`src/rtl/legv8_pkg.sv`:
```
// Shared encodings for the multicycle LEGv8 control path: FSM states, opcode
// patterns, ALUOp codes and datapath mux selects.
package legv8_pkg;

  typedef enum logic [3:0] {
    ST_FETCH   = 4'd0,
    ST_DECODE  = 4'd1,
    ST_MEMADDR = 4'd2,
    ST_MEMRD   = 4'd3,
    ST_MEMWB   = 4'd4,
    ST_MEMWR   = 4'd5,
    ST_EXEC_R  = 4'd6,
    ST_RWB     = 4'd7,
    ST_CBZ     = 4'd8,
    ST_B       = 4'd9
  } state_t;

  localparam logic [10:0] OP_ADD  = 11'b10001011000;
  localparam logic [10:0] OP_SUB  = 11'b11001011000;
  localparam logic [10:0] OP_AND  = 11'b10001010000;
  localparam logic [10:0] OP_ORR  = 11'b10101010000;
  localparam logic [10:0] OP_LDUR = 11'b11111000010;
  localparam logic [10:0] OP_STUR = 11'b11111000000;
  localparam logic [7:0]  OP_CBZ_PFX = 8'b10110100;
  localparam logic [5:0]  OP_B_PFX   = 6'b000101;

  localparam logic [1:0] ALUOP_ADD   = 2'b00;
  localparam logic [1:0] ALUOP_PASSB = 2'b01;
  localparam logic [1:0] ALUOP_R     = 2'b10;

  localparam logic [1:0] SRCB_REG  = 2'b00;
  localparam logic [1:0] SRCB_FOUR = 2'b01;
  localparam logic [1:0] SRCB_IMM  = 2'b10;
  localparam logic [1:0] SRCB_IMM2 = 2'b11;

  localparam logic [1:0] PCSRC_ALU    = 2'b00;
  localparam logic [1:0] PCSRC_ALUOUT = 2'b01;
  localparam logic [1:0] PCSRC_BR     = 2'b10;

  // Exactly one field is set for any opcode.
  typedef struct packed {
    logic r;
    logic ld;
    logic st;
    logic cbz;
    logic b;
    logic ill;
  } opclass_t;

endpackage

```
`src/rtl/multicycle_control_decode.sv`:
```
// Combinational opcode classifier: maps the 11-bit opcode to a one-hot
// instruction class, with everything unrecognised flagged illegal.
module opcode_class_decode
  import legv8_pkg::*;
(
  input  logic [10:0] Opcode,
  output opclass_t    cls
);

  always_comb begin
    cls = '0;
    if (Opcode == OP_ADD || Opcode == OP_SUB || Opcode == OP_AND || Opcode == OP_ORR)
      cls.r = 1'b1;
    else if (Opcode == OP_LDUR)
      cls.ld = 1'b1;
    else if (Opcode == OP_STUR)
      cls.st = 1'b1;
    else if (Opcode[10:3] == OP_CBZ_PFX)
      cls.cbz = 1'b1;
    else if (Opcode[10:5] == OP_B_PFX)
      cls.b = 1'b1;
    else
      cls.ill = 1'b1;
  end

endmodule

```
`src/rtl/multicycle_control.sv`:
```
// Main control FSM of the multicycle LEGv8 datapath, with memory wait states,
// a bounded memory wait (BusError) and an illegal-opcode trap.
module multicycle_control
  import legv8_pkg::*;
#(
  parameter int MEM_TIMEOUT = 15,
  parameter int TO_W        = 8
) (
  input  logic        clk,
  input  logic        reset,
  input  logic [10:0] Opcode,
  input  logic        Zero,
  input  logic        MemReady,
  output logic [1:0]  ALUOp,
  output logic        ALUSrcA,
  output logic [1:0]  ALUSrcB,
  output logic        IorD,
  output logic        MemRead,
  output logic        MemWrite,
  output logic        IRWrite,
  output logic        Reg2Loc,
  output logic        RegWrite,
  output logic        MemtoReg,
  output logic [1:0]  PCSource,
  output logic        PCEn,
  output logic        InstrDone,
  output logic        Illegal,
  output logic        BusError,
  output logic [3:0]  State
);

  localparam logic [TO_W-1:0] TO_LAST = TO_W'(MEM_TIMEOUT - 1);

  state_t          state, state_next;
  logic [TO_W-1:0] wcnt, wcnt_next;
  opclass_t        cls;
  logic            mem_state, to_hit;
  logic            pcwrite, pcwritecond;

  opcode_class_decode u_dec (
    .Opcode (Opcode),
    .cls    (cls)
  );

  always_ff @(posedge clk) begin
    if (reset) begin
      state <= ST_FETCH;
      wcnt  <= '0;
    end else begin
      state <= state_next;
      wcnt  <= wcnt_next;
    end
  end

  // A timeout fires only when memory is still not ready on the last allowed cycle.
  assign mem_state = (state == ST_FETCH) || (state == ST_MEMRD) || (state == ST_MEMWR);
  assign to_hit    = mem_state && !MemReady && (wcnt == TO_LAST);

  always_comb begin
    state_next  = state;
    ALUOp       = ALUOP_ADD;
    ALUSrcA     = 1'b0;
    ALUSrcB     = SRCB_REG;
    IorD        = 1'b0;
    MemRead     = 1'b0;
    MemWrite    = 1'b0;
    IRWrite     = 1'b0;
    Reg2Loc     = 1'b0;
    RegWrite    = 1'b0;
    MemtoReg    = 1'b0;
    PCSource    = PCSRC_ALU;
    pcwrite     = 1'b0;
    pcwritecond = 1'b0;
    InstrDone   = 1'b0;
    Illegal     = 1'b0;
    BusError    = 1'b0;
    if (!reset) begin
      case (state)
        ST_FETCH: begin
          MemRead = 1'b1;
          ALUSrcB = SRCB_FOUR;
          if (MemReady) begin
            IRWrite    = 1'b1;
            pcwrite    = 1'b1;
            state_next = ST_DECODE;
          end
        end
        ST_DECODE: begin
          ALUSrcB = SRCB_IMM2;
          Reg2Loc = cls.st | cls.cbz;
          if (cls.ld || cls.st) state_next = ST_MEMADDR;
          else if (cls.r)       state_next = ST_EXEC_R;
          else if (cls.cbz)     state_next = ST_CBZ;
          else if (cls.b)       state_next = ST_B;
          else begin
            Illegal    = 1'b1;
            state_next = ST_FETCH;
          end
        end
        ST_MEMADDR: begin
          ALUSrcA    = 1'b1;
          ALUSrcB    = SRCB_IMM;
          Reg2Loc    = cls.st;
          state_next = cls.st ? ST_MEMWR : ST_MEMRD;
        end
        ST_MEMRD: begin
          MemRead = 1'b1;
          IorD    = 1'b1;
          if (MemReady) state_next = ST_MEMWB;
        end
        ST_MEMWB: begin
          RegWrite   = 1'b1;
          MemtoReg   = 1'b1;
          InstrDone  = 1'b1;
          state_next = ST_FETCH;
        end
        ST_MEMWR: begin
          MemWrite = 1'b1;
          IorD     = 1'b1;
          Reg2Loc  = 1'b1;
          if (MemReady) begin
            InstrDone  = 1'b1;
            state_next = ST_FETCH;
          end
        end
        ST_EXEC_R: begin
          ALUSrcA    = 1'b1;
          ALUOp      = ALUOP_R;
          state_next = ST_RWB;
        end
        ST_RWB: begin
          RegWrite   = 1'b1;
          InstrDone  = 1'b1;
          state_next = ST_FETCH;
        end
        ST_CBZ: begin
          ALUSrcA     = 1'b1;
          ALUOp       = ALUOP_PASSB;
          Reg2Loc     = 1'b1;
          pcwritecond = 1'b1;
          PCSource    = PCSRC_ALUOUT;
          InstrDone   = 1'b1;
          state_next  = ST_FETCH;
        end
        ST_B: begin
          pcwrite    = 1'b1;
          PCSource   = PCSRC_BR;
          InstrDone  = 1'b1;
          state_next = ST_FETCH;
        end
        default: state_next = ST_FETCH;
      endcase
      if (to_hit) begin
        BusError   = 1'b1;
        state_next = ST_FETCH;
      end
    end
  end

  // Counter restarts on every state change and after a timeout retry of FETCH.
  always_comb begin
    wcnt_next = wcnt;
    if (to_hit || (state_next != state))
      wcnt_next = '0;
    else if (mem_state && !MemReady)
      wcnt_next = wcnt + TO_W'(1);
  end

  assign PCEn  = pcwrite | (pcwritecond & Zero);
  assign State = state;

endmodule

```
`config.mk`:
```
export PLATFORM = sky130hd
export DESIGN_NAME = multicycle_control
export DESIGN_NICKNAME = d
export VERILOG_FILES = /design/src/rtl/legv8_pkg.sv /design/src/rtl/multicycle_control_decode.sv /design/src/rtl/multicycle_control.sv
export SDC_FILE = /design/constraint.sdc
export NUM_CORES = 1
export LEC_CHECK = 0
export CAP_MARGIN = 10
export CORE_UTILIZATION = 40
export DETAILED_ROUTE_END_ITERATION = 7
export DONT_BUFFER_PORTS = 1
export GPL_ROUTABILITY_DRIVEN = 0
export PLACE_DENSITY_LB_ADDON = 0.2
export SLEW_MARGIN = 0
export SYNTH_ARGS = -nofsm -noshare
export SYNTH_HDL_FRONTEND = slang
export SYNTH_HIERARCHICAL = 1
export SYNTH_SLANG_ARGS = --single-unit
```
`constraint.sdc`:
```
create_clock -name clk -period 3.25 [get_ports clk]
set_input_delay 0.325 -clock clk [delete_from_list [all_inputs] [get_ports clk]]
set_output_delay 0.325 -clock clk [all_outputs]
set_load 0.01 [all_outputs]
```
Yosys cells after proc, flatten, opt, wreduce, memory -nomap -nowiden
Cells that the tools add are included.
{"block": "word_totals", "register_bits": 12, "inputBits": 15, "wordCells": 101}
{"block": "classes", "n_addsub": 1, "n_eq_ne": 19, "mux": 58, "n_bitwise": 3, "n_reduce_logical": 18}
{"op": "$eq 11x11->1 const B", "n": 6}
{"op": "$mux 4", "n": 10}
{"op": "$mux 1", "n": 34}
{"op": "$pmux 4 s6", "n": 1}
{"op": "$eq 4x3->1 const B", "n": 4}
{"op": "$reduce_or 2->1", "n": 5}
{"op": "$add 8x1->8 const B", "n": 1}
{"op": "$eq 4x2->1 const B", "n": 2}
{"op": "$eq 4x4->1 const B", "n": 2}
{"op": "$eq 8x4->1 const B", "n": 1}
{"op": "$eq 8x8->1 const B", "n": 1}
{"op": "$mux 2", "n": 4}
{"op": "$pmux 2 s2", "n": 2}
{"op": "$logic_or 1x1->1", "n": 7}
{"op": "$eq 6x3->1 const B", "n": 1}
{"op": "$mux 3", "n": 2}
{"op": "$pmux 2 s3", "n": 1}
{"op": "$mux 5", "n": 1}
{"op": "$eq 4x1->1 const B", "n": 1}
{"op": "$logic_not 4->1", "n": 1}
{"op": "$ne 4x4->1", "n": 1}
{"op": "$pmux 1 s2", "n": 2}
{"op": "$reduce_or 4->1", "n": 1}
{"op": "$pmux 1 s3", "n": 1}
{"op": "5 further kinds", "n": 7}

Logic depth before layout (Yosys ltp)
{"block": "logic_depth", "word_depth": 16, "ltp_mapped": 9, "depth_no_buf": 8}

Cells and area by module
The synthesis kept the hierarchy.
{"module": "multicycle_control", "n_inst": 1, "cells_each": 133, "area_per_inst_um2": 947.2, "seq_area_each_um2": 240.2}
{"module": "opcode_class_decode", "n_inst": 1, "cells_each": 17, "area_per_inst_um2": 115.1, "seq_area_each_um2": 0.0}

Least setup slack after synthesis
OpenSTA, ideal clock, no wires.
{"block": "synth_path", "kind": "input-to-reg", "from": "input port Opcode[0]", "to": "register wcnt[2]", "arrival_ns": 2.264, "required_ns": 3.135, "setup_slack_ns": 0.872, "cell_stages": 8, "n_path_buf": 1, "cell_sequence": "or4b_4 -> nor4_1 -> nor3_1 -> nand4b_1 -> and3_1 -> or3_1 -> buf_6 -> nor2_1"}
{"item": "from (decl)", "line_no": "multicycle_control.sv:11", "source": "input logic [10:0] Opcode,"}
{"item": "to (signal assigned)", "line_no": "multicycle_control.sv:51", "source": "wcnt <= wcnt_next;"}
{"item": "to (decl)", "line_no": "multicycle_control.sv:35", "source": "logic [TO_W-1:0] wcnt, wcnt_next;"}

Worst setup path after layout
{"block": "layout_path", "from": "register state[1], in the netlist State[1]", "to": "output port BusError"}
{"block": "layout_via", "elab_chain_cells": 7, "word_cells_on_any_way": 9}
{"item": "from (decl)", "line_no": "multicycle_control.sv:34", "source": "state_t state, state_next;"}
{"item": "from (signal assigned)", "line_no": "multicycle_control.sv:50", "source": "state <= state_next;"}
{"item": "$eq 4x2->1 or $logic_not 4->1 (tied branches)", "line_no": "multicycle_control.sv:56", "source": "assign mem_state = (state == ST_FETCH) || (state == ST_MEMRD) || (state == ST_MEMWR);"}
{"item": "$logic_or 1x1->1", "line_no": "multicycle_control.sv:56"}
{"item": "$logic_or 1x1->1 (*)", "line_no": "multicycle_control.sv:56"}
{"item": "$logic_and 1x1->1 (*) (2 in series)", "line_no": "multicycle_control.sv:57", "source": "assign to_hit = mem_state && !MemReady && (wcnt == TO_LAST);"}
{"item": "$mux 1 (*)", "line_no": "multicycle_control.sv:153", "source": "if (to_hit) begin"}
{"item": "$mux 1 (*)", "line_no": "multicycle_control.sv:77", "source": "if (!reset) begin"}
{"item": "to (decl)", "line_no": "multicycle_control.sv:28", "source": "output logic BusError,"}
Mark *: on every way between the ends. The rest lies on a longest branch, timed or not.

==> metrics <==
clk buf depth 2; Crit Path Category reg2out; initial antenna violation count 0; DRT iter0 DRCs 9; reg-to-reg slack, setup ~1000 ps; Reg-to-Reg End wcnt[2]; area of the core around 2500 µm²; Slew @ Worst Pin 746 ps; slew margin rel. 0.502; synth warn 6; Fillers roughly 260; post-route insts no fill between 150 and 200; vias in the first global route 846; P&R area growth vs syn 3.26%; placed insts roughly 170; io pins 37; crit path max fanout 20; RR Startpoint State[1]; crit path cell chain xor2_1 > a21o_1 > nand2_1 > nor3_1; Hold Crit Endpoint State[3]; Post-Route Setup TNS 0 ps; DRT Pass-1 Iters 4; final wirelength approximately 2.4 mm; TritonCTS clock tree done; Die W between 50 and 60 µm; R2R depth 5; worst hold start reset; port bufs 0; unrepaired setup endpoints after global routing false; Power Dens Cells just under 300 nW/µm²; peak supply drop roughly 0.27 mV; die area around 2800 µm²; number of nets in the layout between 150 and 200; Synth Net Count between 150 and 200; DP Worst Slack between 900 and 1000 ps; Worst Path Required between 2000 and 3000 ps; largest net degree at the start of global routing 21; cts hold-fix bufs 0; Max Slew Vio Count 0; Rows 18; via count just under 1000; f_max a little over 400 MHz; Finished Cell Area 1070 µm²; Syn Inst Count 147; share of layout cells above drive strength 1 0.0699; Initial Utilization 0.423; diodes inserted 0; placed inst area approximately 1000 µm²; hold slack final 259 ps; Sink Count 12; wire length of the first global-routing pass between 3 and 4 mm; Static Leak approximately 0.39 nW; HPWL Detailed 1.79 mm; Hold Path Stages 3; Setup crit start kind register; minimum clock period 2450 ps; Final Setup Violations 0; Largest stage delay, worst path ~800 ps; CTS Buf Count 3; post-cts resize count 0; Clk Tree Root Cell clkbuf_4; Worst path slowest cell dfxtp_1; Power Total between 300 and 400 µW; routed length per instance roughly 14 µm; final setup margin ~800 ps; Clock Latency Late Sink about 280 ps; Final Hold Viols 0; GRT Total Usage 0.177; postcts setup bufs 0; Clock transition at path regs approximately 80 ps; clk_skew between 10 and 15 ps; Util after Layout 0.436; critical path endpoint category primary output; mean area per synthesized cell roughly 7 µm²; Vias/cell roughly 5.7; Arrival @ worst endpoint between 2000 and 2500 ps; post-route clock period utilization 0.754; synthesized cell area 1040 µm²; final antenna-violating net count 0; hold crit path type in2reg; DRC viols 0; Overflow after GRT 0; Max-Cap Viols 0; outcome finished, final reports clean; die extent in y 52.9 µm; H-tree depth reported by CTS 1
power by group:
group / switching [mW] / internal [mW] / leakage, nW
sequential: 0.00487 / 0.150 / 0.0972
clock: 0.0516 / 0.0682 / 0.0210
combinational: 0.0226 / 0.0168 / 0.271
total: 0.0790 / 0.235 / 0.389
registers in the layout, indices dropped and copies added, names as in the netlist:
| name | cells |
|---|---|
| State | 4 |
| wcnt | 8 |
critical path, delay by kind of cell (launching register included):
| kind | cells | cell delay (ps) |
|---|---|---|
| simple gates | 2 | 490 |
| compound gates | 1 | 240 |
| xor+xnor | 1 | 310 |
| flops | 1 | 810 |
how the worst max path moves through the flow:
stage,startpoint,to,slack (ps),depth (start not counted)
floorplan,Opcode[0],wcnt[2],880,8
global placement,Opcode[6],wcnt[1],1050,8
detailed placement,Opcode[6],wcnt[7],990,8
CTS,State[1],BusError,800,4
global route,State[1],BusError,650,4
finish,State[1],BusError,800,4
layout by cell type (no fill, tap or decap), types with 2 or more instances in the layout:
cell / count
nor2_1: 27
dfxtp_1: 12
nand2_1: 12
nor3_1: 12
a21oi_1: 9
nor4_1: 6
inv_1: 5
xor2_1: 5
and3_1: 5
o21ai_0: 4
nor2b_1: 3
nor3b_1: 3
nand3_1: 3
xnor2_1: 3
clkbuf_4: 3
nor4bb_1: 2
nand2b_1: 2
or3_1: 2
ha_1: 2
buf_4: 2
final cells by class:
class | instances | area [µm²] | share of cell area
clock buffers | 4 | 36.3 | 0.0339
flip-flops and latches | 12 | 240 | 0.224
multi-input cells | 120 | 723 | 0.675
well taps | 30 | 37.5 | 0.0350
inverters | 5 | 18.8 | 0.0175
repair buffers | 2 | 15.0 | 0.0140
per-layer routing:
| metal | track usage | part of all wire | up-vias |
|---|---|---|---|
| met3 | 0.0747 | 0.090 | 2 |
| met5 | 0 | 0 | - |
| met4 | 0.0132 | 0.0030 | 0 |
| met2 | 0.295 | 0.44 | 27 |
| li1 | - | - | 516 |
| met1 | 0.218 | 0.46 | 433 |
No activity file was read; power rests on OpenSTA's default activity.
